`config.mk`:
```
export PLATFORM = sky130hd
export DESIGN_NAME = fetch_queue
export DESIGN_NICKNAME = d
export VERILOG_FILES = /design/src/rtl/riscv_pipe_pkg.sv /design/src/rtl/fq_fifo.sv /design/src/rtl/fetch_queue.sv
export SDC_FILE = /design/constraint.sdc
export NUM_CORES = 1
export LEC_CHECK = 0
export CAP_MARGIN = 25
export CORE_MARGIN = 1.5
export CORE_UTILIZATION = 45
export DETAILED_ROUTE_END_ITERATION = 8
export GPL_TIMING_DRIVEN = 0
export PLACE_DENSITY_LB_ADDON = 0.05
export RECOVER_POWER = 25
export SLEW_MARGIN = 15
export SYNTH_ARGS = -nofsm -noshare
export SYNTH_HDL_FRONTEND = slang
export SYNTH_SLANG_ARGS = --single-unit
```
`constraint.sdc`:
```
create_clock -name clk -period 3.7 [get_ports clk]
set_input_delay 1.11 -clock clk [delete_from_list [all_inputs] [get_ports clk]]
set_output_delay 1.11 -clock clk [all_outputs]
set_load 0.05 [all_outputs]
```
`src/rtl/riscv_pipe_pkg.sv`:
```
// Shared RV32 pipeline constants used by the fetch front end.
package riscv_pipe_pkg;
  localparam int unsigned XLEN_DEF = 32;
  localparam int unsigned ILEN_DEF = 32;
  localparam logic [31:0] RV32_NOP = 32'h0000_0013;
  localparam int unsigned PC_STEP  = 4;
endpackage

```
`src/rtl/fq_fifo.sv`:
```
// Synchronous FIFO with head look-ahead, occupancy count and a flush input.
module fq_fifo #(
  parameter int unsigned WIDTH = 32,
  parameter int unsigned DEPTH = 4,
  localparam int unsigned AW = $clog2(DEPTH),
  localparam int unsigned CW = $clog2(DEPTH + 1)
) (
  input  logic             clk,
  input  logic             rst,
  input  logic             clr,
  input  logic             push,
  input  logic [WIDTH-1:0] wdata,
  input  logic             pop,
  output logic [WIDTH-1:0] head,
  output logic [CW-1:0]    count
);
  logic [WIDTH-1:0] mem_q [DEPTH];
  logic [AW-1:0]    wr_q, wr_d, rd_q, rd_d;
  logic [CW-1:0]    cnt_q, cnt_d;

  always_comb begin
    wr_d  = wr_q;
    rd_d  = rd_q;
    cnt_d = cnt_q;
    if (clr) begin
      wr_d  = '0;
      rd_d  = '0;
      cnt_d = '0;
    end else begin
      if (push) wr_d = wr_q + AW'(1);
      if (pop)  rd_d = rd_q + AW'(1);
      cnt_d = cnt_q + CW'(push) - CW'(pop);
    end
  end

  always_ff @(posedge clk) begin
    if (rst) begin
      wr_q  <= '0;
      rd_q  <= '0;
      cnt_q <= '0;
    end else begin
      wr_q  <= wr_d;
      rd_q  <= rd_d;
      cnt_q <= cnt_d;
    end
  end

  always_ff @(posedge clk) begin
    if (push && !clr) mem_q[wr_q] <= wdata;
  end

  assign head  = mem_q[rd_q];
  assign count = cnt_q;
endmodule

```
`src/rtl/fetch_queue.sv`:
```
// Instruction prefetch buffer: sequential PC generation, in-order memory
// responses, DEPTH-entry decode queue and redirect flush of stale fetches.
module fetch_queue
  import riscv_pipe_pkg::*;
#(
  parameter int unsigned      XLEN     = XLEN_DEF,
  parameter int unsigned      ILEN     = ILEN_DEF,
  parameter int unsigned      DEPTH    = 4,
  parameter logic [XLEN-1:0]  RESET_PC = '0,
  localparam int unsigned     CW       = $clog2(DEPTH + 1)
) (
  input  logic            clk,
  input  logic            start,
  output logic            imem_req_valid,
  output logic [XLEN-1:0] imem_req_addr,
  input  logic            imem_req_ready,
  input  logic            imem_rsp_valid,
  input  logic [ILEN-1:0] imem_rsp_data,
  input  logic            redirect,
  input  logic [XLEN-1:0] redirect_pc,
  output logic            out_valid,
  output logic [ILEN-1:0] out_inst,
  output logic [XLEN-1:0] out_pc,
  input  logic            out_ready,
  output logic [CW-1:0]   count
);
  localparam int unsigned DW = CW + 4;

  logic [XLEN-1:0]      fetch_pc_q, fetch_pc_d;
  logic [DW-1:0]        discard_q, discard_d;
  logic [CW-1:0]        q_count, pending;
  logic [ILEN+XLEN-1:0] q_head;
  logic [XLEN-1:0]      tag_head;
  logic [CW:0]          inflight;
  logic                 req_fire, rsp_drop, rsp_take, deq;

  assign inflight       = {1'b0, q_count} + {1'b0, pending};
  assign imem_req_valid = !start && !redirect && (inflight < (CW+1)'(DEPTH));
  assign imem_req_addr  = fetch_pc_q;
  assign req_fire       = imem_req_valid && imem_req_ready;
  assign rsp_drop       = imem_rsp_valid && (discard_q != '0);
  assign rsp_take       = imem_rsp_valid && (discard_q == '0) && (pending != '0);
  assign out_valid      = q_count != '0;
  assign deq            = out_valid && out_ready;

  fq_fifo #(.WIDTH(ILEN + XLEN), .DEPTH(DEPTH)) u_inst_q (
    .clk   (clk),
    .rst   (start),
    .clr   (redirect),
    .push  (rsp_take),
    .wdata ({imem_rsp_data, tag_head}),
    .pop   (deq),
    .head  (q_head),
    .count (q_count)
  );

  // The tag FIFO holds exactly one entry per live request, so its
  // occupancy doubles as the pending-request counter.
  fq_fifo #(.WIDTH(XLEN), .DEPTH(DEPTH)) u_tag_q (
    .clk   (clk),
    .rst   (start),
    .clr   (redirect),
    .push  (req_fire),
    .wdata (fetch_pc_q),
    .pop   (rsp_take),
    .head  (tag_head),
    .count (pending)
  );

  always_comb begin
    fetch_pc_d = fetch_pc_q;
    discard_d  = discard_q;
    if (redirect) begin
      fetch_pc_d = {redirect_pc[XLEN-1:2], 2'b00};
      discard_d  = discard_q + DW'(pending) - DW'(rsp_drop || rsp_take);
    end else begin
      if (req_fire) fetch_pc_d = fetch_pc_q + XLEN'(PC_STEP);
      if (rsp_drop) discard_d = discard_q - DW'(1);
    end
  end

  always_ff @(posedge clk) begin
    if (start) begin
      fetch_pc_q <= RESET_PC;
      discard_q  <= '0;
    end else begin
      fetch_pc_q <= fetch_pc_d;
      discard_q  <= discard_d;
    end
  end

  assign out_inst = out_valid ? q_head[ILEN+XLEN-1:XLEN] : '0;
  assign out_pc   = out_valid ? q_head[XLEN-1:0] : '0;
  assign count    = q_count;
endmodule

```
After elaboration in Yosys (flattened, before gate mapping)
Memories as Yosys holds them, arrays and structs flattened. A register that Yosys moved wholly into a read port is not among the register bits.
Cells that the tools add are included.
Operators by class
  reductions and logical operators: 19
  add/subtract/negate cells: 13
  order comparisons: 1
  multiplexer cells: 14
Operators with widths (number)
  $mux W32: 4
  $add A32 B3 Y32 const B: 1
  $mux W7: 2
  $logic_and A1 B1 Y1: 9
  $add A2 B1 Y2 const B: 4
  $mux W2: 4
  $add A7 B3 Y7: 1
  $logic_not A7 Y1: 1
  $reduce_bool A7 Y1: 1
  $sub A7 B1 Y7: 1
  $sub A7 B1 Y7 const B: 1
  $add A3 B1 Y3: 2
  $reduce_bool A3 Y1: 2
  $sub A3 B1 Y3: 2
  $add A3 B3 Y4: 1
  $lt A4 B3 Y1 const B: 1
  $mux W1: 4
  $reduce_bool A2 Y1: 2
  $logic_not A1 Y1: 2
  $reduce_or A2 Y1: 1
  $logic_or A1 B1 Y1: 1
Word-level totals
  output and inout bits: 101
  memories kept: 2
  logic and storage cells: 58
  flip-flop bits (word level): 53
  memory bits (writable): 384
Memory list
  u_inst_q.mem_q: depth 4, width 64, rd ports 1, clocked after memory_dff 1, write ports 1, RTL line fq_fifo.sv:17  | logic [WIDTH-1:0] mem_q [DEPTH];
  u_tag_q.mem_q: depth 4, width 32, rd ports 1, clocked after memory_dff 1, write ports 1, RTL line fq_fifo.sv:17

Depth between registers and ports, before layout
  word-level depth: 7
  mapped depth: 15
  depth with buffers taken out: 15

By module
Synthesis repeated with hierarchy kept, for this count alone.
Unflattened totals
  cells, all modules: 995
  area total of the unflattened synthesis: 17873.4 um^2
Modules (own cells, without submodules)
  fq_fifo (u_inst_q): cells each 379, times used 1, area an instance 9756.9 um^2
  fq_fifo (u_tag_q): cells each 212, times used 1, area an instance 5104.9 um^2
  fetch_queue: cells each 404, times used 1, area an instance 3011.6 um^2

Worst setup path before layout
No wires, ideal clock.
  kind: input -> register
  from: in imem_rsp_valid
  to: reg discard_q[6]
  required time: 3579 ps
  arrival time: 3786 ps
  stages on the path: 13
  path slack: -206 ps
  cells stage by stage: o31a_1 -> nand3_1 -> inv_2 -> or2_2 -> ha_1 -> inv_1 -> ha_1 -> fa_1 -> a21o_1 -> a2111oi_0 -> xnor2_1 -> a21oi_1 -> mux2_2
Between the ends
  cells in the longest elaborated chain, start to end: 5
RTL lines
  start, declared: RTL line fetch_queue.sv:17  | input logic imem_rsp_valid,
  $logic_and A1 B1 Y1 (2 in series): RTL line fetch_queue.sv:42  | assign rsp_take = imem_rsp_valid && (discard_q == '0) && (pending != '0);
  $logic_or A1 B1 Y1: RTL line fetch_queue.sv:75  | discard_d = discard_q + DW'(pending) - DW'(rsp_drop || rsp_take);
  $sub A7 B1 Y7: RTL line fetch_queue.sv:75
  $mux W7: RTL line fetch_queue.sv:73  | if (redirect) begin
  end signal, assigned: RTL line fetch_queue.sv:88  | discard_q <= discard_d;
  end, declared: RTL line fetch_queue.sv:30  | logic [DW-1:0] discard_q, discard_d;
Several ways; a longest one is shown, not always the timed one.
A chain may end at the register's enable or synchronous reset.

Worst setup path in the final report
Same ends and word-level chain as after synthesis.

==> run metrics <==
WL/cell 21.4 um; Synth Warn # 0; antenna-violating nets left 0; Slew Viols, Final 0; Worst EP required 4130 ps; clock buffer depth 3; internal power 8.05 mW; Worst R2R Setup Slack 180 ps; final cell count without fillers 1750; initial antenna violation count 1; total power 10.5 mW; sw power 2.43 mW; Period minus WS final 3620 ps; Async SR Flop Fraction 0%; Clk pwr share between 30% and 40%; Max VDD drop 0.452 mV; die width 198 um; first-pass GRT wire length 57.0 mm; Initial DRC Count 520; dpl hpwl between 20 and 25 mm; RSZ-0062 raised after global routing true; layout cell share with drive strength beyond 1 18.2%; Synth Cell Area 0.0171 mm^2; worst flop-to-flop path startpoint discard_q[4]; maximum capacitance violations 0; pre-CTS setup slack -1010 ps; drt total wl 37.5 mm; Post-synth EDFFs 368; Critical Path Source Type input pin; Clock Pin Slew Worst Setup and Hold Paths 60 ps; sw frac a little under a quarter; Final Hold Viols 0; fillcell total 3012; sequential fraction of the synthesis area 70.9%; period utilisation layout 97.8%; R2R depth 14; vias in the first global route 9447; CP Max Fanout 13; synthesized flop and latch total 423; Post-Synthesis Cells ~990; pin count of the biggest net entering global routing 33; Clock Sinks ~420; status completed; Antenna diodes 0; share of power burned in registers 51.0%; Layout Skew roughly 13 ps; Critical Path AT 4050 ps; area grow syn2layout 22.5%; Detailed Routing Iterations Pass 1 5; Std-Cell Rows 71; die area 0.0393 mm^2; Placed Instances 1670; worst hold start u_inst_q.wr_q[1]; WHS Path Cells 2; Crit Reg-Reg Endpoint discard_q[6]; Clock Latency Late Sink between 500 and 600 ps; PwrDens between 400 and 500 mW/mm^2; # DRC 0; Synth Flop Type edfxtp_1; Final Setup Violations 0; CTS Buf Count 44; Hold EP u_inst_q.wr_q[1]; max frequency 276 MHz; final core occ 55.9%; number of vias per cell 5.27; Root Buffer clkbuf_16; starting density of the core 45.6%; Worst-Margin Slew between 700 and 800 ps; Die H 198 um; final hold slack between 500 and 600 ps; GPL Wtd Cong 0.854; Setup crit end kind register; Syn Area/Cell 17.4 um^2; Slew headroom 50.5%; htree depth 2; leakage power 7.19 nW; commonest non-fill, non-tap cell in the layout edfxtp_1; Comb power frac 9.9%; critical path class input pin to register; All-Layer GR Usage 19.7%; CTS tree yes; total gr overflow 0; Hold Crit Class register to register; Top Ports 171; Core Region 0.0376 mm^2; most frequent cells in the layout edfxtp_1 (368), mux4_2 (92), clkdlybuf4s50_1 (74), and2_1 (68), dlygate4sd2_1 (61); synth unique cells 58; final net count 1307; IO buf count approximately 160; Final Worst Setup Slack 81.2 ps; Via Count 9219
critical path: stages:
cell	delay, ps
dlygate4sd2_1	280
o31a_1	130
nand3_2	130
inv_6	90
or2_2	300
ha_1	270
inv_1	40
ha_2	190
fa_2	350
a21o_1	210
a2111oi_4	300
xnor2_1	130
a21oi_2	180
mux2_2	340
state kept, by name, indices dropped and copies added, names as in the netlist, named ones only:
name / cells
u_tag_q.mem_q: 120
u_inst_q.rd_q: 2
u_tag_q.count: 3
u_inst_q.count: 3
u_inst_q.wr_q: 2
discard_q: 7
u_inst_q.mem_q: 248
imem_req_addr: 30
u_tag_q.rd_q: 2
u_tag_q.wr_q: 2
cells in the mapped netlist, types with 2 or more instances:
cell type,n,area [um^2]
o21a_1,5,37.5
mux2i_1,2,20.0
or4_1,2,15.0
buf_2,14,70.1
a31oi_1,20,125
nand3_2,2,20.0
nand3b_1,2,15.0
xor2_1,4,35.0
nand3_1,12,60.1
nor3b_1,3,22.5
nor4_4,2,42.5
buf_1,4,15.0
mux4_2,92,2070
buf_4,5,37.5
xnor2_1,17,149
fa_1,3,60.1
a21o_1,5,37.5
or2_2,2,12.5
and3_1,9,56.3
nor2_1,38,143
inv_2,2,7.51
and2_1,72,450
dfxtp_1,55,1100
or3_1,9,56.3
nand4_1,11,68.8
mux2_2,4,45.0
and4_1,4,35.0
clkbuf_1,27,101
edfxtp_1,368,11100
a21oi_1,23,115
nor4_1,3,18.8
ha_1,29,363
a32oi_1,2,17.5
nor3_1,5,25.0
inv_1,33,124
nor2b_1,5,31.3
a22oi_1,2,15.0
nand2_1,44,165
a211oi_1,6,45.0
o21ai_0,20,100
through the flow:
stage | setup TNS, ps | area [um^2]
floorplan | -152 | 17200
global placement | -453400 | 19400
detailed placement | -169320 | 19600
CTS | -2.35 | 21000
global route | -56.4 | 21000
finish | 0 | 21000
power groups by stage:
stage / Sequential (mW) / Clock [mW] / Combinational [mW]
2_1_floorplan: 5.47 / 0 / 0.611
3_3_place_gp: 5.44 / 0 / 0.961
3_5_place_dp: 5.44 / 0 / 0.968
4_1_cts: 5.35 / 4.19 / 1.03
5_1_grt: 5.36 / 4.36 / 1.15
6_report: 5.35 / 4.09 / 1.04
final cells by class:
cell class	instances	area, um^2	area share [%]
buffer	47	249	1.19
clock buffer	54	1150	5.47
inverter	35	136	0.649
multi-input combinational	482	4750	22.6
timing repair buffer	172	1740	8.29
tap	511	639	3.04
clock inverter	26	180	0.858
sequential	423	12200	57.9
layer usage:
| metal | wire length, um | track usage [%] |
|---|---|---|
| met3 | 2000 | 3.29 |
| met2 | 18200 | 33.2 |
| met4 | 884 | 5.43 |
| met1 | 16500 | 26.4 |
| met5 | 0 | 0 |
cell families after synthesis:
family                     count (synthesis)  share of synthesized area (%)
muxes                                     98                           12.5
and+or+nand+nor                          231                           7.62
other                                      1                         0.0219
DFF                                      423                           70.9
buffers and inverters                     85                           2.07
AOI/OAI and AO/OA                         94                           3.41
adders and majority gates                 32                           2.47
xor gates and xnor gates                  21                           1.07
worst max-delay path by stage:
stage	to	slack (ps)	from
4_1_cts	out_inst[30]	-2	register
3_3_place_gp	u_inst_q.mem_q[0][13]	-1350	redirect
3_5_place_dp	discard_q[6]	-1010	imem_rsp_valid
5_1_grt	discard_q[6]	-60	imem_rsp_valid
6_report	discard_q[6]	80	imem_rsp_valid
2_1_floorplan	discard_q[6]	-150	imem_rsp_valid
timing repair:
action / 4_1_cts / 5_1_grt
cloned: 2 / 0
hold buffers: 0 / 0
gates resized for setup: 91 / 13
endpoints found under the setup margin: 190 / 49
pin swaps: 5 / 3
setup buffers: 0 / 1
(Power assumes the default switching activity.)
